===== config.mk =====
export PLATFORM = sky130hd
export DESIGN_NAME = traffic_light_monitor
export DESIGN_NICKNAME = d
export VERILOG_FILES = /design/src/rtl/traffic_light_monitor_pkg.sv /design/src/rtl/traffic_light_dwell_checker.sv /design/src/rtl/traffic_light_monitor.sv
export SDC_FILE = /design/constraint.sdc
export NUM_CORES = 1
export LEC_CHECK = 0
export ABC_AREA = 1
export CAP_MARGIN = 20
export CORE_AREA = 5 5 54 56
export DETAILED_ROUTE_END_ITERATION = 10
export DIE_AREA = 0 0 59 61
export GPL_TIMING_DRIVEN = 0
export PLACE_DENSITY = 0.75
export SETUP_SLACK_MARGIN = 0.1
export SLEW_MARGIN = 20
export SYNTH_ARGS = -nofsm -noshare
export SYNTH_HDL_FRONTEND = slang
export SYNTH_SLANG_ARGS = --single-unit

===== constraint.sdc =====
create_clock -name CLK -period 6.14 [get_ports CLK]
set_input_delay 0.921 -clock CLK [delete_from_list [all_inputs] [get_ports CLK]]
set_output_delay 0.921 -clock CLK [all_outputs]
set_load 0.01 [all_outputs]

===== src/rtl/traffic_light_monitor_pkg.sv =====
// ---------------------------------------------------------------------------
// traffic_light_monitor_pkg
//   Definitions shared by the traffic-light controller's lamp decoder and the
//   far-end traffic_light_monitor, so both ends agree on:
//     - phase encoding (PH_NONE / PH_RED / PH_GREEN / PH_YELLOW)
//     - lamp vector -> phase mapping (anything not one-hot is PH_NONE)
//     - legal phase order R -> G -> Y -> R
//     - per-phase dwell lengths derived from the controller parameters
// ---------------------------------------------------------------------------
package traffic_light_monitor_pkg;

  typedef enum logic [1:0] {
    PH_NONE   = 2'd0,
    PH_RED    = 2'd1,
    PH_GREEN  = 2'd2,
    PH_YELLOW = 2'd3
  } phase_t;

  // Only a single lit lamp names a phase; dark or multi-lit maps to PH_NONE.
  function automatic phase_t lamp_to_phase(input logic red,
                                           input logic yellow,
                                           input logic green);
    phase_t ph;
    case ({red, yellow, green})
      3'b100:  ph = PH_RED;
      3'b010:  ph = PH_YELLOW;
      3'b001:  ph = PH_GREEN;
      default: ph = PH_NONE;
    endcase
    return ph;
  endfunction

  // Successor of a phase in the R -> G -> Y -> R sequence.
  function automatic phase_t next_phase(input phase_t ph);
    phase_t nx;
    case (ph)
      PH_RED:    nx = PH_GREEN;
      PH_GREEN:  nx = PH_YELLOW;
      PH_YELLOW: nx = PH_RED;
      default:   nx = PH_NONE;
    endcase
    return nx;
  endfunction

  // Dwell length of a phase in clocks. One full R-G-Y cycle spans
  // 2**num_of_bit clocks; red takes whatever green and yellow leave over.
  function automatic int dwell_len(input phase_t ph,
                                   input int     num_of_bit,
                                   input int     green_yellow_ratio,
                                   input int     yellow_len);
    int len;
    case (ph)
      PH_RED:    len = (1 << num_of_bit) - yellow_len * (1 + green_yellow_ratio);
      PH_GREEN:  len = yellow_len * green_yellow_ratio;
      PH_YELLOW: len = yellow_len;
      default:   len = 0;
    endcase
    return len;
  endfunction

endpackage


===== src/rtl/traffic_light_dwell_checker.sv =====
// ---------------------------------------------------------------------------
// traffic_light_dwell_checker
//   Saturating dwell counter for the current phase plus comparison against
//   that phase's expected length.
//
//   Ports:
//     CLK        in   clock, rising edge
//     Reset      in   synchronous active-high reset (counter -> 0)
//     clear      in   force counter to 0 (no valid phase)
//     restart    in   new phase starts: counter loads 1
//     advance    in   lamp unchanged this cycle: counter increments
//     phase      in   phase whose length is being measured
//     too_short  out  counter below expected length
//     on_length  out  counter equals expected length
//     too_long   out  strobe: this increment takes the counter to expected+1
// ---------------------------------------------------------------------------
module traffic_light_dwell_checker
  import traffic_light_monitor_pkg::*;
#(
  parameter int num_of_bit         = 4,
  parameter int green_yellow_ratio = 4,
  parameter int yellow_len         = 2
) (
  input  logic       CLK,
  input  logic       Reset,
  input  logic       clear,
  input  logic       restart,
  input  logic       advance,
  input  logic [1:0] phase,
  output logic       too_short,
  output logic       on_length,
  output logic       too_long
);

  localparam int DW = num_of_bit + 1;

  logic [DW-1:0] dwell;
  logic [DW-1:0] expected;

  always_comb begin
    expected = DW'(dwell_len(phase_t'(phase), num_of_bit, green_yellow_ratio, yellow_len));
  end

  // Saturates at all-ones so an arbitrarily long stuck lamp never wraps
  // back into the legal range.
  always_ff @(posedge CLK) begin
    if (Reset) begin
      dwell <= '0;
    end else if (clear) begin
      dwell <= '0;
    end else if (restart) begin
      dwell <= DW'(1);
    end else if (advance && (dwell != '1)) begin
      dwell <= dwell + 1'b1;
    end
  end

  always_comb begin
    too_short = (dwell < expected);
    on_length = (dwell == expected);
    // Fires on exactly one cycle per phase: the one that passes expected.
    too_long  = advance && (dwell == expected);
  end

endmodule


===== src/rtl/traffic_light_monitor.sv =====
// ---------------------------------------------------------------------------
// traffic_light_monitor
//   Far-end checker for the Red/Yellow/Green lamp interface. Recovers the
//   current phase and checks lamp encoding, phase order (R->G->Y->R) and
//   per-phase dwell time. Lamps are registered once; all outputs are
//   registered, so a lamp event captured at edge N is reported at edge N+1.
//
//   Ports:
//     CLK          in   clock, rising edge
//     Reset        in   synchronous active-high reset
//     Clear        in   clears sticky Fault (and Cycle_count when present)
//     Red          in   lamp input
//     Yellow       in   lamp input
//     Green        in   lamp input
//     Phase        out  recovered phase: 0 none, 1 red, 2 green, 3 yellow
//     Locked       out  a full checked phase completed since last resync
//     Err_illegal  out  pulse: lamp vector not one-hot
//     Err_order    out  pulse: legal change out of R->G->Y->R order
//     Err_timing   out  pulse: checked phase too short or too long
//     Fault        out  sticky OR of all error pulses
//     Cycle_done   out  pulse: checked Y->R closing a clean checked R,G,Y
//     Cycle_count  out  (TRAFFIC_LIGHT_MONITOR_CYCLE_COUNT_EN only) 8-bit
//                       wrapping count of Cycle_done pulses
//
//   Build option: define TRAFFIC_LIGHT_MONITOR_CYCLE_COUNT_EN to add
//   Cycle_count.
// ---------------------------------------------------------------------------
module traffic_light_monitor
  import traffic_light_monitor_pkg::*;
#(
  parameter int num_of_bit         = 4,
  parameter int green_yellow_ratio = 4,
  parameter int yellow_len         = 2
) (
  input  logic       CLK,
  input  logic       Reset,
  input  logic       Clear,
  input  logic       Red,
  input  logic       Yellow,
  input  logic       Green,
  output logic [1:0] Phase,
  output logic       Locked,
  output logic       Err_illegal,
  output logic       Err_order,
  output logic       Err_timing,
  output logic       Fault,
  output logic       Cycle_done
`ifdef TRAFFIC_LIGHT_MONITOR_CYCLE_COUNT_EN
  ,
  output logic [7:0] Cycle_count
`endif
);

  localparam int red_len = (2 ** num_of_bit) - yellow_len * (1 + green_yellow_ratio);

  if (yellow_len < 1) begin : g_bad_yellow_len
    $error("traffic_light_monitor: yellow_len must be >= 1");
  end
  if (red_len < 1) begin : g_bad_red_len
    $error("traffic_light_monitor: derived red_len must be >= 1");
  end

  typedef enum logic [1:0] {
    ST_SYNC   = 2'd0,
    ST_RED    = 2'd1,
    ST_GREEN  = 2'd2,
    ST_YELLOW = 2'd3
  } state_t;

  function automatic state_t to_state(input phase_t ph);
    state_t st;
    case (ph)
      PH_RED:    st = ST_RED;
      PH_GREEN:  st = ST_GREEN;
      PH_YELLOW: st = ST_YELLOW;
      default:   st = ST_SYNC;
    endcase
    return st;
  endfunction

  state_t     state;
  logic       partial;       // current phase entered mid-way: not timed
  logic       illegal_seen;  // suppresses repeat Err_illegal while in SYNC
  logic [1:0] run_q;         // consecutive clean checked phases, saturating at 3
  logic [2:0] lamp_q;

  phase_t lamp_ph;
  phase_t cur_ph;
  logic   legal;
  logic   same;
  logic   in_order;
  logic   out_of_order;
  logic   cnt_clear;
  logic   cnt_restart;
  logic   cnt_advance;
  logic   too_short;
  logic   on_length;
  logic   too_long;
  logic   phase_clean;
  logic   ill_next;
  logic   ord_next;
  logic   tim_next;
  logic   done_next;

  // Deliberately not reset: the sample taken during reset is what the FSM
  // sees first after release, so a lamp already lit through reset is not
  // mistaken for a dark (illegal) vector.
  always_ff @(posedge CLK) begin
    lamp_q <= {Red, Yellow, Green};
  end

  always_comb begin
    lamp_ph = lamp_to_phase(lamp_q[2], lamp_q[1], lamp_q[0]);
    legal   = (lamp_ph != PH_NONE);

    case (state)
      ST_RED:    cur_ph = PH_RED;
      ST_GREEN:  cur_ph = PH_GREEN;
      ST_YELLOW: cur_ph = PH_YELLOW;
      default:   cur_ph = PH_NONE;
    endcase

    same         = (state != ST_SYNC) && (lamp_ph == cur_ph);
    in_order     = (state != ST_SYNC) && legal && !same && (lamp_ph == next_phase(cur_ph));
    out_of_order = (state != ST_SYNC) && legal && !same && !in_order;

    cnt_clear    = !legal;
    cnt_restart  = legal && !same;
    cnt_advance  = same;

    // A phase that ran its exact length necessarily raised no timing error;
    // an overrun leaves dwell past expected, so on_length is false for it.
    phase_clean  = !partial && on_length;

    ill_next     = !legal && !((state == ST_SYNC) && illegal_seen);
    ord_next     = out_of_order;
    tim_next     = !partial && (too_long || (in_order && too_short));
    // run_q >= 2 at a clean Y->R means the preceding R and G were clean too.
    done_next    = in_order && (state == ST_YELLOW) && phase_clean && (run_q >= 2'd2);
  end

  traffic_light_dwell_checker #(
    .num_of_bit         (num_of_bit),
    .green_yellow_ratio (green_yellow_ratio),
    .yellow_len         (yellow_len)
  ) u_dwell (
    .CLK       (CLK),
    .Reset     (Reset),
    .clear     (cnt_clear),
    .restart   (cnt_restart),
    .advance   (cnt_advance),
    .phase     (cur_ph),
    .too_short (too_short),
    .on_length (on_length),
    .too_long  (too_long)
  );

  always_ff @(posedge CLK) begin
    if (Reset) begin
      state        <= ST_SYNC;
      Phase        <= PH_NONE;
      Locked       <= 1'b0;
      Err_illegal  <= 1'b0;
      Err_order    <= 1'b0;
      Err_timing   <= 1'b0;
      Fault        <= 1'b0;
      Cycle_done   <= 1'b0;
      partial      <= 1'b1;
      illegal_seen <= 1'b0;
      run_q        <= '0;
    end else begin
      Err_illegal <= ill_next;
      Err_order   <= ord_next;
      Err_timing  <= tim_next;
      Cycle_done  <= done_next;
      // A new error in the same cycle as Clear wins.
      Fault       <= (Fault && !Clear) || ill_next || ord_next || tim_next;

      if (!legal) begin
        state        <= ST_SYNC;
        Phase        <= PH_NONE;
        Locked       <= 1'b0;
        partial      <= 1'b1;
        illegal_seen <= 1'b1;
        run_q        <= '0;
      end else begin
        illegal_seen <= 1'b0;
        if (state == ST_SYNC) begin
          state   <= to_state(lamp_ph);
          Phase   <= lamp_ph;
          partial <= 1'b1;
          run_q   <= '0;
        end else if (in_order) begin
          state   <= to_state(lamp_ph);
          Phase   <= lamp_ph;
          partial <= 1'b0;
          if (phase_clean) begin
            Locked <= 1'b1;
            if (run_q != 2'd3) begin
              run_q <= run_q + 2'd1;
            end
          end else begin
            run_q <= '0;
          end
        end else if (out_of_order) begin
          state   <= to_state(lamp_ph);
          Phase   <= lamp_ph;
          partial <= 1'b1;
          Locked  <= 1'b0;
          run_q   <= '0;
        end
      end
    end
  end

`ifdef TRAFFIC_LIGHT_MONITOR_CYCLE_COUNT_EN
  always_ff @(posedge CLK) begin
    if (Reset || Clear) begin
      Cycle_count <= '0;
    end else if (done_next) begin
      Cycle_count <= Cycle_count + 8'd1;
    end
  end
`endif

endmodule

# Yosys cells after proc, flatten, opt, wreduce, memory -nomap -nowiden
# Index checks and enable logic that the tools add are counted.
# totals
input_bits	6
regBits	22
elab_cells	100
# op_classes
bitwise	2
mux	23
eq_ne	19
n_lt_le_gt_ge	2
addsub	2
n_reduce_logical	38
# op_table
cell	n
2-bit one-hot mux with 3 select lines	4
2-bit two-way mux	10
1-bit logical AND	17
2-bit == test (second input constant)	6
4-bit one-hot mux with 3 select lines	1
1-bit two-way mux	8
2-bit nonzero test	4
2-bit by 1-bit == test with 1-bit output (second input constant)	3
1-bit zero test	6
3-bit OR reduction	2
5-bit by 1-bit adder with 5-bit output (second input constant)	1
5-bit by 4-bit == test with 1-bit output	1
5-bit by 4-bit less-than comparator with 1-bit output	1
5-bit != test (second input constant)	1
2-bit == test	2
1-bit logical OR	4
3-bit by 1-bit == test with 1-bit output (second input constant)	1
3-bit by 2-bit == test with 1-bit output (second input constant)	1
3-bit == test (second input constant)	1
3-bit by 2-bit != test with 1-bit output (second input constant)	1
3-bit AND reduction	1
3-bit nonzero test	1
2-bit by 1-bit adder with 2-bit output (second input constant)	1
2-bit >= comparator (second input constant)	1
other kinds (6)	7

# Logic depth before layout (Yosys ltp)
# Gate-level depths: netlist of run 1.
# depth
depth_word	12
depth_mapped	14

# Hierarchy
# From an unflattened synthesis of run 1, not the netlist that was laid out.
# unflattened
cells_unflattened	174
hier_area_um2	1212.4
# by_module_without_submodules
module	cells_each	n_inst	seq_area_each_um2	area_per_inst_um2
traffic_light_monitor	117	1	300.3	835.8
traffic_light_dwell_checker	57	1	100.1	376.6

# Least setup slack after synthesis of run 1
# Ideal clock, no wire load.
# synth_timing
path_kind	reg2reg
from	register Phase[1] (netlist name)
to	register run_q[1]
path_buffers	0
required_time_ps	6027
stages_incl_launch_ff	13
slack_ps	4095
period_less_slack_ps	2045
t_arrival_ps	1932
cell_sequence	dfxtp_1 inv_1 ha_1 nor2_1 inv_1 ha_1 nand2_1 nor2_1 nand3_1 o31ai_2 nand2_1 nand2_1 nor2_1
# synth_rtl
item	line	text
end signal: assignment	traffic_light_monitor.sv:200	run_q <= run_q + 2'd1;
end: declaration	traffic_light_monitor.sv:84	logic [1:0] run_q;

==> impl_results.html, run 1 <==
<table>
<tr><th>Metric</th><th>Value</th></tr>
<tr><th colspan="2">STA</th></tr>
<tr><td>Sum of negative setup slack</td><td>0 ns</td></tr>
<tr><td>Time the final worst path needs with I/O delays and setup</td><td>2.383 ns</td></tr>
<tr><td>Worst slew pin tran</td><td>0.4419 ns</td></tr>
<tr><td>Share of the clock period used by the worst path</td><td>38.81%</td></tr>
<tr><td>Post-Route Skew</td><td>0.002451 ns</td></tr>
<tr><td>Worst relative slew slack</td><td>69.78%</td></tr>
<tr><td>Final Hold Viols</td><td>0</td></tr>
<tr><td>Timing-limited maximum frequency</td><td>419.7 MHz</td></tr>
<tr><td>Final setup violation count</td><td>0</td></tr>
<tr><td>Count of final max-slew check failures</td><td>0</td></tr>
<tr><td>Setup repair after global routing missed its margin</td><td>no</td></tr>
<tr><th colspan="2">CTS</th></tr>
<tr><td>Post-CTS Setup Repair Bufs</td><td>0</td></tr>
<tr><td>Clock sinks</td><td>21</td></tr>
<tr><td>Clock root buffer master</td><td>clkbuf_4</td></tr>
<tr><td>Gates resized, CTS repair</td><td>0</td></tr>
<tr><td>Total of hold buffers inserted after clock tree synthesis</td><td>0</td></tr>
<tr><td>Maximum count of clock buffers along a single path</td><td>2</td></tr>
<tr><td>Number of buffers created by CTS</td><td>3</td></tr>
<tr><td>Number of H-tree branching levels</td><td>1</td></tr>
<tr><td>Worst-skew pair later-pin latency</td><td>0.30 ns</td></tr>
<tr><td>TritonCTS clock tree</td><td>yes</td></tr>
<tr><td>CTS clock-pin slew for the worst setup and hold paths</td><td>0.11 ns</td></tr>
<tr><th colspan="2">Power and ir drop</th></tr>
<tr><td>Worst-case vdd ir drop</td><td>116.2 uV</td></tr>
<tr><td>Leakage dissipation</td><td>0.6379 nW</td></tr>
<tr><td>Power Total</td><td>0.2600 mW</td></tr>
<tr><td>Pwr per Cell Area</td><td>183.2 nW/um2</td></tr>
<tr><th colspan="2">Yosys</th></tr>
<tr><td>Total number of yosys warnings</td><td>0</td></tr>
<tr><td>Fraction of synthesized cell area taken by the top area cell type</td><td>34.32%</td></tr>
<tr><td>Dominant cells by area after synthesis</td><td>dfxtp_1 (34%), ha_1 (11%), nand2_1 (10%)</td></tr>
<tr><td>Number of register bits inferred by synthesis</td><td>21</td></tr>
<tr><td>Count of flip-flops with a built-in enable after synthesis</td><td>0</td></tr>
<tr><td>Asr flop ratio synth</td><td>0%</td></tr>
<tr><td>Post-synthesis average cell area</td><td>7.291 um2</td></tr>
<tr><td>Synth Cell Area</td><td>1225 um2</td></tr>
<tr><td>Most used flip-flop cell after synthesis</td><td>dfxtp_1</td></tr>
<tr><td>Synth Instances</td><td>168</td></tr>
<tr><td>Synthesized Nets</td><td>185</td></tr>
<tr><td>Library cell with the largest summed area after synthesis</td><td>dfxtp_1</td></tr>
<tr><td>Sequential element share of the synthesized area</td><td>34.32%</td></tr>
<tr><td>Unique cell type count in the Yosys netlist</td><td>22</td></tr>
<tr><th colspan="2">Final layout</th></tr>
<tr><td>Diodes inserted</td><td>0</td></tr>
<tr><td>Share of post-route cells with drive strength above 1</td><td>13.51%</td></tr>
<tr><td>Area growth from synthesis to layout</td><td>15.83%</td></tr>
<tr><td>Number of nets at the end of the flow</td><td>203</td></tr>
<tr><td>Post-route cell area</td><td>1419 um2</td></tr>
<tr><td>Fillers</td><td>245</td></tr>
<tr><th colspan="2">Job</th></tr>
<tr><td>Max-cap violation count</td><td>0</td></tr>
<tr><th colspan="2">Global route</th></tr>
<tr><td>Overall overflow remaining after global route</td><td>0</td></tr>
<tr><td>Routing usage on met3</td><td>2.766%</td></tr>
<tr><td>GR Layer Usage met2</td><td>28.86%</td></tr>
<tr><td>Global route hottest layer</td><td>met2</td></tr>
<tr><td>Via count of the first global-routing pass</td><td>1073</td></tr>
<tr><td>Maximum number of pins on one net before global-route repair</td><td>12</td></tr>
<tr><td>Wire length of the first global-routing pass</td><td>4146 um</td></tr>
<tr><td>Antenna violations before repair</td><td>0</td></tr>
<tr><td>Global router's overall resource usage</td><td>14.89%</td></tr>
<tr><td>Met1 track utilization from global routing</td><td>16.01%</td></tr>
<tr><th colspan="2">Worst setup path</th></tr>
<tr><td>Maximum fanout count along the critical path</td><td>5</td></tr>
<tr><td>Worst R2R Start</td><td>Phase[1]</td></tr>
<tr><td>Critical Path Start Type</td><td>register</td></tr>
<tr><td>Required time of the critical path</td><td>6.35 ns</td></tr>
<tr><td>Crit. Startpoint</td><td>Phase[1]</td></tr>
<tr><td>Reg-to-reg slack, setup</td><td>3.76 ns</td></tr>
<tr><td>Register-to-Register Path Depth</td><td>12</td></tr>
<tr><td>Arrival time reported for the critical path endpoint</td><td>2.59 ns</td></tr>
<tr><td>Endpoint kind of the worst setup timing path</td><td>register</td></tr>
<tr><td>Capturing point of the worst reg2reg path</td><td>run_q[1]</td></tr>
<tr><td>Critical path destination</td><td>run_q[1]</td></tr>
<tr><td>Crit path kind</td><td>reg -&gt; reg</td></tr>
<tr><th colspan="2">Floorplanning</th></tr>
<tr><td>Die Span Y</td><td>61 um</td></tr>
<tr><td>IO Pins</td><td>14</td></tr>
<tr><td>Area of the core</td><td>2387 um2</td></tr>
<tr><td>Overall die area</td><td>3599 um2</td></tr>
<tr><td>Standard-cell rows</td><td>18</td></tr>
<tr><td>Die span in x</td><td>59 um</td></tr>
<tr><td>Starting density of the core</td><td>51.31%</td></tr>
<tr><th colspan="2">Place</th></tr>
<tr><td>Number of buffers added on ports</td><td>13</td></tr>
<tr><td>Routability cong.</td><td>0.8333</td></tr>
<tr><td>Final HPWL from detailed placement</td><td>1966 um</td></tr>
<tr><td>Placed Area</td><td>1393 um2</td></tr>
<tr><th colspan="2">Status</th></tr>
<tr><td>Run status</td><td>complete, no violations</td></tr>
<tr><th colspan="2">Routing</th></tr>
<tr><td>DRT Pass-1 Iters</td><td>4</td></tr>
<tr><td>Drt first-iter violations</td><td>17</td></tr>
<tr><td>Vias per cell</td><td>5.014</td></tr>
<tr><td>Number of DRC violations after detailed routing</td><td>0</td></tr>
<tr><td>Total via count in the routed design</td><td>1078</td></tr>
<tr><td>WL per Instance</td><td>10.93 um</td></tr>
<tr><td>Total length of routed wires</td><td>2350 um</td></tr>
<tr><td>Antenna-violating nets left</td><td>0</td></tr>
<tr><th colspan="2">Hold path</th></tr>
<tr><td>Hold Path Class</td><td>reg -&gt; reg</td></tr>
<tr><td>Origin of the worst min-delay path</td><td>Phase[0]</td></tr>
</table>
## logic make-up (layout without fill, tap and decap cells)
logic type                 count (synthesis)  after routing  share of synthesized area (%)
AOI/OAI and AO/OA                         22             22                          10.73
buffers and inverters                     36             53                          11.34
and+or+nand+nor                           78             78                          32.38
DFF                                       21             21                          34.32
adders and majority gates                 11             11                          11.24
## cells in the final DEF, fill, tap and decap left out, drive strengths merged, types with 2 or more instances in the layout
cell type,n
o21ai,6
nand3,10
clkbuf,4
clkdlybuf4s50,13
nor2,23
a21oi,10
dfxtp,21
nand2,40
o211ai,2
ha,11
inv,35
nand4,3
## worst min-delay path by stage
| stage | to | slack [ns] | depth (start not counted) |
|---|---|---|---|
| 2_1_floorplan | state[0] | 0.47 | 2 |
| 3_3_place_gp | Phase[0] | 0.45 | 2 |
| 3_5_place_dp | Phase[0] | 0.46 | 2 |
| 4_1_cts | Phase[0] | 0.48 | 2 |
| 5_1_grt | Phase[0] | 0.51 | 2 |
| 6_report | Phase[0] | 0.48 | 2 |
## sequential cells by signal (all words and copies together) (netlist names), 2 cells and up
register       flops
u_dwell.dwell      5
lamp_q             3
Phase              2
run_q              2
## layer usage
metal  vias to the layer above  wire length [um]
met5                         -                 0
met4                         0                25
met3                         4                92
met2                        19              1201
met1                       494              1031
li1                        561                 -
## Yosys cell counts (2+ instances only)
| master | instances |
|---|---|
| a21oi_1 | 10 |
| dfxtp_1 | 21 |
| ha_1 | 11 |
| inv_1 | 31 |
| inv_2 | 4 |
| nand2_1 | 33 |
| nand2_2 | 6 |
| nand3_1 | 6 |
| nand3_2 | 4 |
| nand4_1 | 3 |
| nor2_1 | 18 |
| nor2_4 | 5 |
| o211ai_1 | 2 |
| o21ai_0 | 6 |
## worst max-delay path: stages, from the launching register on
cell,delay [ns]
dfxtp_1,0.42
inv_1,0.09
ha_1,0.23
nor2_1,0.21
inv_1,0.10
ha_1,0.28
nand2_1,0.05
nor2_1,0.14
nand3_1,0.20
o31ai_2,0.38
nand2_1,0.09
nand2_1,0.07
nor2_1,0.04
## report_power, final
group	switching, mW	leakage [nW]	internal, mW	total [mW]
Combinational	0.0306	0.451	0.0197	0.0503
Sequential	0.00309	0.172	0.141	0.144
Clock	0.0404	0.0150	0.0253	0.0658
## through the flow
step / worst slack [ns] / instances / hold slack (ns) / utilization [%]
global route: 3.549 / 215 / 0.5116 / 59.43
CTS: 3.764 / 215 / 0.4820 / 59.43
finish: 3.757 / 215 / 0.4757 / 59.43
floorplan: 4.095 / 168 / 0.4702 / -
global placement: 3.898 / 211 / 0.4514 / 58.33
detailed placement: 3.787 / 211 / 0.4625 / 58.33
## layout make-up
| type | instances | area (um2) | area share, % |
|---|---|---|---|
| Multi-Input combinational cell | 111 | 665.6 | 46.91 |
| Sequential cell | 21 | 420.4 | 29.63 |
| Inverter | 35 | 131.4 | 9.259 |
| Timing Repair Buffer | 13 | 130.1 | 9.171 |
| Tap cell | 30 | 37.54 | 2.646 |
| Clock buffer | 4 | 26.28 | 1.852 |
| Buffer | 1 | 7.507 | 0.5291 |
Power figures use the tool's default switching activity.
==> inputs of run 2 (changes only) <==
- CORE_AREA: 5 5 54 56 -> 5 5 44 75
- DIE_AREA: 0 0 59 61 -> 0 0 49 80
- PLACE_DENSITY: 0.75 -> 0.71
- clock period: 6.14 -> 2 ns (I/O delays scaled with it)
==> run 2 against run 1 <==
Total power grew to 3.7 times the previous value. Core utilization grew 6.3 points. Clock power grew to 4.3 times the previous value. Register-to-register slack lost 3.6 ns. Global-route usage grew 0.66 points. Clock-buffer cell count shrank 1. Critical path type unchanged. Sequential power grew to 3.1 times the previous value. Maximum frequency grew 29%. Clock skew is essentially flat. Cell count grew 3.3%. Largest power group unchanged.
==> impl_results.html, run 2 (synthesized netlist as in run 1, its figures left out) <==
<table>
<tr><th>Metric</th><th>Value</th></tr>
<tr><th colspan="2">Place</th></tr>
<tr><td>Routability cong.</td><td>0.8172 (was 0.8333)</td></tr>
<tr><td>Placed insts</td><td>208 (was 211)</td></tr>
<tr><td>Final HPWL from detailed placement</td><td>2070 um (was 1966 um)</td></tr>
<tr><td>Placed Area</td><td>1408 um2 (was 1393 um2)</td></tr>
<tr><td>Number of buffers added on ports</td><td>13 (unchanged)</td></tr>
<tr><td>Placement-stage worst setup slack</td><td>-0.1459 ns (was 3.787 ns)</td></tr>
<tr><th colspan="2">Power and ir drop</th></tr>
<tr><td>Internal power consumption</td><td>0.6675 mW (was 0.1859 mW)</td></tr>
<tr><td>Switching power total</td><td>0.2843 mW (was 0.07412 mW)</td></tr>
<tr><td>Portion of total power attributed to the clock network</td><td>29.5% (was 25.3%)</td></tr>
<tr><td>Leakage dissipation</td><td>0.7205 nW (was 0.6379 nW)</td></tr>
<tr><td>Pwr per Cell Area</td><td>551.3 nW/um2 (was 183.2 nW/um2)</td></tr>
<tr><td>Combinational cell fraction of total power</td><td>23.9% (was 19.3%)</td></tr>
<tr><td>Fraction of power spent switching nets</td><td>29.87% (was 28.51%)</td></tr>
<tr><td>Relative contribution of sequential cells to total power</td><td>46.6% (was 55.4%)</td></tr>
<tr><td>Worst-case vdd ir drop</td><td>513.4 uV (was 116.2 uV)</td></tr>
<tr><th colspan="2">CTS</th></tr>
<tr><td>Total of hold buffers inserted after clock tree synthesis</td><td>0 (unchanged)</td></tr>
<tr><td>Number of buffers created by CTS</td><td>3 (unchanged)</td></tr>
<tr><td>Clock root buffer master</td><td>clkbuf_8 (was clkbuf_4)</td></tr>
<tr><td>Worst-skew pair later-pin latency</td><td>0.26 ns (was 0.30 ns)</td></tr>
<tr><td>Maximum count of clock buffers along a single path</td><td>2 (unchanged)</td></tr>
<tr><td>CTS clock-pin slew for the worst setup and hold paths</td><td>0.08 ns (was 0.11 ns)</td></tr>
<tr><td>Clock sinks</td><td>21 (unchanged)</td></tr>
<tr><td>Number of H-tree branching levels</td><td>1 (unchanged)</td></tr>
<tr><td>TritonCTS clock tree</td><td>yes (unchanged)</td></tr>
<tr><th colspan="2">Final layout</th></tr>
<tr><td>Share of post-route cells with drive strength above 1</td><td>33.33% (was 13.51%)</td></tr>
<tr><td>Final cell count without fillers</td><td>222 (was 215)</td></tr>
<tr><td>Diodes inserted</td><td>0 (unchanged)</td></tr>
<tr><td>Area growth from synthesis to layout</td><td>40.96% (was 15.83%)</td></tr>
<tr><td>Max FFs per register</td><td>5 (unchanged)</td></tr>
<tr><td>Top library cells by usage in the layout, fill and taps aside</td><td>nand2_1 (28), inv_1 (27), dfxtp_1 (19) (was nand2_1 (33), inv_1 (31), dfxtp_1 (21))</td></tr>
<tr><td>Reg with most FFs</td><td>u_dwell.dwell (unchanged)</td></tr>
<tr><td>Fillers</td><td>205 (was 245)</td></tr>
<tr><td>Registers with the highest flip-flop counts</td><td>u_dwell.dwell x5, lamp_q x3 (unchanged)</td></tr>
<tr><td>Post-route cell area</td><td>1727 um2 (was 1419 um2)</td></tr>
<tr><td>Finished Core Util</td><td>65.71% (was 59.43%)</td></tr>
<tr><td>Most common library cell in the layout ignoring fill and taps</td><td>nand2_1 (unchanged)</td></tr>
<tr><td>Number of nets at the end of the flow</td><td>213 (was 203)</td></tr>
<tr><th colspan="2">Global route</th></tr>
<tr><td>Global router's overall resource usage</td><td>15.54% (was 14.89%)</td></tr>
<tr><td>Wire length of the first global-routing pass</td><td>4926 um (was 4146 um)</td></tr>
<tr><td>Maximum number of pins on one net before global-route repair</td><td>13 (was 12)</td></tr>
<tr><td>Overall overflow remaining after global route</td><td>0 (unchanged)</td></tr>
<tr><td>Antenna violations before repair</td><td>0 (unchanged)</td></tr>
<tr><td>Via count of the first global-routing pass</td><td>1208 (was 1073)</td></tr>
<tr><th colspan="2">STA</th></tr>
<tr><td>Count of final max-slew check failures</td><td>0 (unchanged)</td></tr>
<tr><td>Setup repair after global routing missed its margin</td><td>yes (was no)</td></tr>
<tr><td>Final setup slack of the worst path</td><td>0.1563 ns (was 3.757 ns)</td></tr>
<tr><td>Post-Route Skew</td><td>0.002703 ns (was 0.002451 ns)</td></tr>
<tr><td>Worst relative slew slack</td><td>74.24% (was 69.78%)</td></tr>
<tr><td>Share of the clock period used by the worst path</td><td>92.18% (was 38.81%)</td></tr>
<tr><td>Time the final worst path needs with I/O delays and setup</td><td>1.844 ns (was 2.383 ns)</td></tr>
<tr><td>Final Hold Viols</td><td>0 (unchanged)</td></tr>
<tr><td>Worst slew pin tran</td><td>0.3850 ns (was 0.4419 ns)</td></tr>
<tr><td>Final setup violation count</td><td>0 (unchanged)</td></tr>
<tr><td>Timing-limited maximum frequency</td><td>542.4 MHz (was 419.7 MHz)</td></tr>
<tr><th colspan="2">Hold path</th></tr>
<tr><td>Endpoint with the worst hold slack</td><td>Phase[0] (unchanged)</td></tr>
<tr><td>Hold Path Class</td><td>reg -&gt; reg (unchanged)</td></tr>
<tr><td>Origin of the worst min-delay path</td><td>Phase[0] (unchanged)</td></tr>
<tr><td>Cell depth of the worst min-delay path</td><td>2 (unchanged)</td></tr>
<tr><th colspan="2">Worst setup path</th></tr>
<tr><td>Ordered cell list for the critical path</td><td>inv_4 &gt; ha_4 &gt; nor2_4 &gt; inv_2 &gt; buf_4 &gt; nand2_4 &gt; nand3_4 &gt; nor2_4 &gt; nand2_4 &gt; nor2_4 &gt; nand4_1 &gt; nand2_1 &gt; nor2_1 (was inv_1 &gt; ha_1 &gt; nor2_1 &gt; inv_1 &gt; ha_1 &gt; nand2_1 &gt; nor2_1 &gt; nand3_1 &gt; o31ai_2 &gt; nand2_1 &gt; nand2_1 &gt; nor2_1)</td></tr>
<tr><td>Most repeated library cell on the critical path</td><td>nor2_4</td></tr>
<tr><td>Slowest stage cell, crit path</td><td>dfxtp_4 (was dfxtp_1)</td></tr>
<tr><td>Maximum fanout count along the critical path</td><td>4 (was 5)</td></tr>
<tr><td>Crit path kind</td><td>reg -&gt; reg (unchanged)</td></tr>
<tr><td>Max stage delay on crit path</td><td>0.39 ns (was 0.42 ns)</td></tr>
<tr><td>Required time of the critical path</td><td>2.17 ns (was 6.35 ns)</td></tr>
<tr><td>Worst R2R Start</td><td>Phase[1] (unchanged)</td></tr>
<tr><td>Register-to-Register Path Depth</td><td>13 (was 12)</td></tr>
<tr><td>Reg-to-reg slack, setup</td><td>0.16 ns (was 3.76 ns)</td></tr>
<tr><td>Endpoint kind of the worst setup timing path</td><td>register (unchanged)</td></tr>
<tr><td>Critical Path Start Type</td><td>register (unchanged)</td></tr>
<tr><td>Capturing point of the worst reg2reg path</td><td>u_dwell.dwell[3] (was run_q[1])</td></tr>
<tr><td>Arrival time reported for the critical path endpoint</td><td>2.01 ns (was 2.59 ns)</td></tr>
<tr><th colspan="2">Floorplanning</th></tr>
<tr><td>Die span in x</td><td>49 um (was 59 um)</td></tr>
<tr><td>IO Pins</td><td>14 (unchanged)</td></tr>
<tr><td>Die Span Y</td><td>80 um (was 61 um)</td></tr>
<tr><td>Overall die area</td><td>3920 um2 (was 3599 um2)</td></tr>
<tr><td>Starting density of the core</td><td>46.62% (was 51.31%)</td></tr>
<tr><td>Area of the core</td><td>2628 um2 (was 2387 um2)</td></tr>
<tr><td>Standard-cell rows</td><td>25 (was 18)</td></tr>
<tr><th colspan="2">Routing</th></tr>
<tr><td>DRT Pass-1 Iters</td><td>4 (unchanged)</td></tr>
<tr><td>Vias per cell</td><td>5.230 (was 5.014)</td></tr>
<tr><td>Drt first-iter violations</td><td>52 (was 17)</td></tr>
<tr><td>Antenna-violating nets left</td><td>0 (unchanged)</td></tr>
<tr><td>Total via count in the routed design</td><td>1161 (was 1078)</td></tr>
<tr><td>Number of DRC violations after detailed routing</td><td>0 (unchanged)</td></tr>
<tr><td>WL per Instance</td><td>13.96 um (was 10.93 um)</td></tr>
<tr><td>Total length of routed wires</td><td>3099 um (was 2350 um)</td></tr>
<tr><th colspan="2">Job</th></tr>
<tr><td>Max-cap violation count</td><td>0 (unchanged)</td></tr>
<tr><th colspan="2">Status</th></tr>
<tr><td>Run status</td><td>complete, no violations (unchanged)</td></tr>
</table>
run 2: per-stage QoR:
stage | TNS (ns) | power (mW) | hold WS, ns
detailed placement | -0.2755 | 0.6117 | 0.4577
global route | 0 | 0.9953 | 0.4920
global placement | -0.07864 | 0.6064 | 0.4470
finish | 0 | 0.9518 | 0.4729
CTS | 0 | 0.9066 | 0.4759
floorplan | 0 | 0.5638 | 0.3277
run 2: routing by layer:
metal	track usage (%)	vias to the layer above	part of all wire [%]
met4	7.547	0	2.9
met5	0	-	0
met2	30.37	32	57
met1	15.06	540	37
met3	2.617	9	3.1
li1	-	580	-
run 2: power by group through the flow:
stage / Combinational, mW / Clock [mW] / Sequential [mW]
finish: 0.228 / 0.281 / 0.443
global placement: 0.155 / 0 / 0.451
global route: 0.247 / 0.303 / 0.445
CTS: 0.179 / 0.285 / 0.442
floorplan: 0.111 / 0 / 0.453
detailed placement: 0.160 / 0 / 0.452
run 2: worst max-delay path by stage:
| stage | start | end | depth (start not counted) |
|---|---|---|---|
| 2_1_floorplan | Phase[1] | run_q[1] | 12 |
| 3_3_place_gp | Phase[1] | run_q[1] | 12 |
| 3_5_place_dp | Phase[1] | run_q[1] | 12 |
| 4_1_cts | Phase[1] | run_q[1] | 11 |
| 5_1_grt | Phase[1] | run_q[0] | 12 |
| 6_report | Phase[1] | u_dwell.dwell[3] | 13 |
run 2: worst max-delay path, delay by kind of cell, from the launching register on:
family	cells	cell delay, ns
adders and majority gates	1	0.16
buffers and inverters	3	0.24
DFF	1	0.39
and+or+nand+nor	9	0.96
run 2: cell type report:
cell class                      count  area, um2  share of cell area, %
Inverter                           35      136.4                  7.899
Clock buffer                        3      41.29                  2.391
Buffer                              1      7.507                 0.4348
Tap cell                           27      33.78                  1.957
Clock inverter                      1      5.005                 0.2899
Timing Repair Buffer               23      209.0                  12.10
Sequential cell                    21      427.9                  24.78
Multi-Input combinational cell    111      865.8                  50.14
run 2: repair_timing:
action / CTS / global route
gates resized for setup: 17 / 27
setup endpoints to repair: 6 / 13
setup buffers: 6 / 5
pin swaps: 7 / 22
==> inputs of run 3 (changes only) <==
--- a/config.mk
+++ b/config.mk
@@ -9,7 +9,6 @@
 export CAP_MARGIN = 20
-export CORE_AREA = 5 5 44 75
+export CORE_AREA = 5 5 59 101
 export DETAILED_ROUTE_END_ITERATION = 10
-export DIE_AREA = 0 0 49 80
+export DIE_AREA = 0 0 64 106
 export GPL_TIMING_DRIVEN = 0
-export PLACE_DENSITY = 0.71
 export SETUP_SLACK_MARGIN = 0.1
==> constraint.sdc (replaced) <==
create_clock -name CLK -period 2 [get_ports CLK]
set_input_delay 0.4 -clock CLK [delete_from_list [all_inputs] [get_ports CLK]]
set_output_delay 0.4 -clock CLK [all_outputs]
set_load 0.01 [all_outputs]
==> run 3 against run 2 <==
Highest routed layer unchanged. Via count fell by 4.5%. Total power down 0.80%. Cell count increased by 12%. Clock-buffer cell count increased by 1. Global-route usage fell by 6.6 points. Critical path depth decreased by 1. Sequential power about the same.
==> impl_results.html, run 3 (synthesized netlist as in run 1, its figures left out) <==
<table>
<tr><th>Metric</th><th>Value</th></tr>
<tr><th colspan="2">Final layout</th></tr>
<tr><td>Share of post-route cells with drive strength above 1</td><td>29.53% (was 33.33%)</td></tr>
<tr><td>Registers with the highest flip-flop counts</td><td>u_dwell.dwell x5, lamp_q x3 (unchanged)</td></tr>
<tr><td>Diodes inserted</td><td>0 (unchanged)</td></tr>
<tr><td>Post-route cell area</td><td>1683 um2 (was 1727 um2)</td></tr>
<tr><td>Max FFs per register</td><td>5 (unchanged)</td></tr>
<tr><td>Reg with most FFs</td><td>u_dwell.dwell (unchanged)</td></tr>
<tr><td>Number of nets at the end of the flow</td><td>211 (was 213)</td></tr>
<tr><td>Top library cells by usage in the layout, fill and taps aside</td><td>inv_1 (28), nand2_1 (28), dfxtp_1 (19) (was nand2_1 (28), inv_1 (27), dfxtp_1 (19))</td></tr>
<tr><td>Area growth from synthesis to layout</td><td>37.38% (was 40.96%)</td></tr>
<tr><td>Final cell count without fillers</td><td>248 (was 222)</td></tr>
<tr><th colspan="2">CTS</th></tr>
<tr><td>CTS clock-pin slew for the worst setup and hold paths</td><td>0.08 ns (about the same)</td></tr>
<tr><td>Maximum count of clock buffers along a single path</td><td>2 (unchanged)</td></tr>
<tr><td>Clock root buffer master</td><td>clkbuf_8 (unchanged)</td></tr>
<tr><td>Number of buffers created by CTS</td><td>3 (unchanged)</td></tr>
<tr><td>Number of H-tree branching levels</td><td>1 (unchanged)</td></tr>
<tr><td>Clock sinks</td><td>21 (unchanged)</td></tr>
<tr><td>TritonCTS clock tree</td><td>yes (unchanged)</td></tr>
<tr><td>Worst-skew pair later-pin latency</td><td>0.27 ns (was 0.26 ns)</td></tr>
<tr><th colspan="2">Hold path</th></tr>
<tr><td>Origin of the worst min-delay path</td><td>Phase[0] (unchanged)</td></tr>
<tr><td>Cell depth of the worst min-delay path</td><td>2 (unchanged)</td></tr>
<tr><td>Hold Path Class</td><td>reg -&gt; reg (unchanged)</td></tr>
<tr><td>Endpoint with the worst hold slack</td><td>Phase[0] (unchanged)</td></tr>
<tr><th colspan="2">STA</th></tr>
<tr><td>Post-Route Skew</td><td>0.004502 ns (was 0.002703 ns)</td></tr>
<tr><td>Worst slew pin tran</td><td>0.3753 ns (was 0.3850 ns)</td></tr>
<tr><td>Final setup slack of the worst path</td><td>0.1500 ns (was 0.1563 ns)</td></tr>
<tr><td>Setup repair after global routing missed its margin</td><td>yes (unchanged)</td></tr>
<tr><td>Share of the clock period used by the worst path</td><td>92.50% (was 92.18%)</td></tr>
<tr><td>Timing-limited maximum frequency</td><td>540.5 MHz (was 542.4 MHz)</td></tr>
<tr><td>Time the final worst path needs with I/O delays and setup</td><td>1.850 ns (was 1.844 ns)</td></tr>
<tr><td>Final Hold Viols</td><td>0 (unchanged)</td></tr>
<tr><td>Final setup violation count</td><td>0 (unchanged)</td></tr>
<tr><td>Count of final max-slew check failures</td><td>0 (unchanged)</td></tr>
<tr><td>Worst relative slew slack</td><td>74.89% (was 74.24%)</td></tr>
<tr><th colspan="2">Worst setup path</th></tr>
<tr><td>Crit. Startpoint</td><td>Phase[1] (unchanged)</td></tr>
<tr><td>Register-to-Register Path Depth</td><td>12 (was 13)</td></tr>
<tr><td>Crit path kind</td><td>reg -&gt; reg (unchanged)</td></tr>
<tr><td>Critical Path Start Type</td><td>register (unchanged)</td></tr>
<tr><td>Required time of the critical path</td><td>2.21 ns (was 2.17 ns)</td></tr>
<tr><td>Reg-to-reg slack, setup</td><td>0.15 ns (was 0.16 ns)</td></tr>
<tr><td>Worst R2R Start</td><td>Phase[1] (unchanged)</td></tr>
<tr><td>Capturing point of the worst reg2reg path</td><td>Locked (was u_dwell.dwell[3])</td></tr>
<tr><td>Endpoint kind of the worst setup timing path</td><td>register (unchanged)</td></tr>
<tr><td>Maximum fanout count along the critical path</td><td>4 (unchanged)</td></tr>
<tr><td>Arrival time reported for the critical path endpoint</td><td>2.06 ns (was 2.01 ns)</td></tr>
<tr><th colspan="2">Job</th></tr>
<tr><td>Max-cap violation count</td><td>0 (unchanged)</td></tr>
<tr><th colspan="2">Routing</th></tr>
<tr><td>Drt first-iter violations</td><td>19 (was 52)</td></tr>
<tr><td>WL per Instance</td><td>11.60 um (was 13.96 um)</td></tr>
<tr><td>Total length of routed wires</td><td>2876 um (was 3099 um)</td></tr>
<tr><td>Total via count in the routed design</td><td>1109 (was 1161)</td></tr>
<tr><td>DRT Pass-1 Iters</td><td>4 (unchanged)</td></tr>
<tr><td>Vias per cell</td><td>4.472 (was 5.230)</td></tr>
<tr><td>Antenna-violating nets left</td><td>0 (unchanged)</td></tr>
<tr><td>Number of DRC violations after detailed routing</td><td>0 (unchanged)</td></tr>
<tr><th colspan="2">Power and ir drop</th></tr>
<tr><td>Leakage dissipation</td><td>0.6954 nW (was 0.7205 nW)</td></tr>
<tr><td>Power Total</td><td>0.9442 mW (was 0.9518 mW)</td></tr>
<tr><td>Worst-case vdd ir drop</td><td>375.7 uV (was 513.4 uV)</td></tr>
<tr><td>Pwr per Cell Area</td><td>561.1 nW/um2 (was 551.3 nW/um2)</td></tr>
<tr><th colspan="2">Global route</th></tr>
<tr><td>Maximum number of pins on one net before global-route repair</td><td>12 (was 13)</td></tr>
<tr><td>Wire length of the first global-routing pass</td><td>4802 um (was 4926 um)</td></tr>
<tr><td>Overall overflow remaining after global route</td><td>0 (unchanged)</td></tr>
<tr><td>Global router's overall resource usage</td><td>8.926% (was 15.54%)</td></tr>
<tr><td>Antenna violations before repair</td><td>0 (unchanged)</td></tr>
<tr><td>Via count of the first global-routing pass</td><td>1099 (was 1208)</td></tr>
<tr><th colspan="2">Floorplanning</th></tr>
<tr><td>Area of the core</td><td>5124 um2 (was 2628 um2)</td></tr>
<tr><td>Starting density of the core</td><td>23.91% (was 46.62%)</td></tr>
<tr><td>Die span in x</td><td>64 um (was 49 um)</td></tr>
<tr><td>Die Span Y</td><td>106 um (was 80 um)</td></tr>
<tr><td>IO Pins</td><td>14 (unchanged)</td></tr>
<tr><td>Overall die area</td><td>6784 um2 (was 3920 um2)</td></tr>
<tr><td>Standard-cell rows</td><td>35 (was 25)</td></tr>
<tr><th colspan="2">Place</th></tr>
<tr><td>Final HPWL from detailed placement</td><td>2172 um (was 2070 um)</td></tr>
<tr><td>Placed insts</td><td>236 (was 208)</td></tr>
<tr><td>Placed Area</td><td>1443 um2 (was 1408 um2)</td></tr>
<tr><td>Routability cong.</td><td>0.8505 (was 0.8172)</td></tr>
<tr><td>Placement-stage worst setup slack</td><td>-0.1436 ns (was -0.1459 ns)</td></tr>
<tr><td>Number of buffers added on ports</td><td>13 (unchanged)</td></tr>
<tr><th colspan="2">Status</th></tr>
<tr><td>Run status</td><td>complete, no violations (unchanged)</td></tr>
</table>
==> run 3: cell types whose count changed in the layout (fill, tap and decap cells not counted), moves of 2 or more <==
cell and delta:
nand2_2 +2, nand2_4 -2, ha_4 -2, buf_4 -3
==> run 3: metrics by stage <==
stage	util (%)	TNS [ns]	hold slack (ns)
floorplan	-	0	0.4277
global route	32.84	0	0.5018
global placement	28.16	-0.2757	0.4607
finish	32.84	0	0.4645
detailed placement	28.16	-0.3208	0.4548
CTS	31.06	0	0.4677
==> run 3: worst max-delay path by stage <==
| stage | end | slack, ns | cells after the start |
|---|---|---|---|
| floorplan | run_q[1] | 0.10 | 12 |
| global placement | run_q[1] | -0.12 | 12 |
| detailed placement | run_q[1] | -0.14 | 12 |
| CTS | run_q[1] | 0.10 | 12 |
| global route | run_q[1] | 0.04 | 12 |
| finish | Locked | 0.15 | 12 |
==> run 3: routing by layer <==
layer,GRT usage (%),vias to the layer above,wire [um]
met5,0,-,0
met4,4.903,0,83
met3,1.057,7,39
met2,18.27,14,1728
met1,7.777,514,1024
li1,-,574,-
==> run 3: cell type report <==
class	count	area [um2]
buffer	1	7.507
multi-input combinational	111	802.0
clock buffer	4	45.04
inverter	35	133.9
sequential	21	427.9
fill	529	3441
tap	55	68.82
timing repair buffer	21	197.7
==> run 3: power by group <==
| part | internal [mW] | switching (mW) |
|---|---|---|
| clock | 0.143 | 0.153 |
| combinational | 0.0894 | 0.116 |
| sequential | 0.431 | 0.0120 |
| total | 0.663 | 0.281 |
==> run 3: worst max-delay path: stages (launching register included) <==
cell     delay (ns)
dfxtp_4        0.40
inv_4          0.05
ha_4           0.16
nor2_4         0.11
inv_2          0.06
ha_4           0.27
nand2_4        0.05
nor2_4         0.12
nand3_4        0.09
buf_4          0.17
nor2_1         0.09
o21ai_0        0.08
a21oi_1        0.13
==> run 3: timing repair <==
action,CTS,global route
endpoints found under the hold margin,0,0
resized for setup,13,21
setup endpoints to repair,6,14
setup buffers,8,2
pin swaps,6,15
hold buffers,0,0
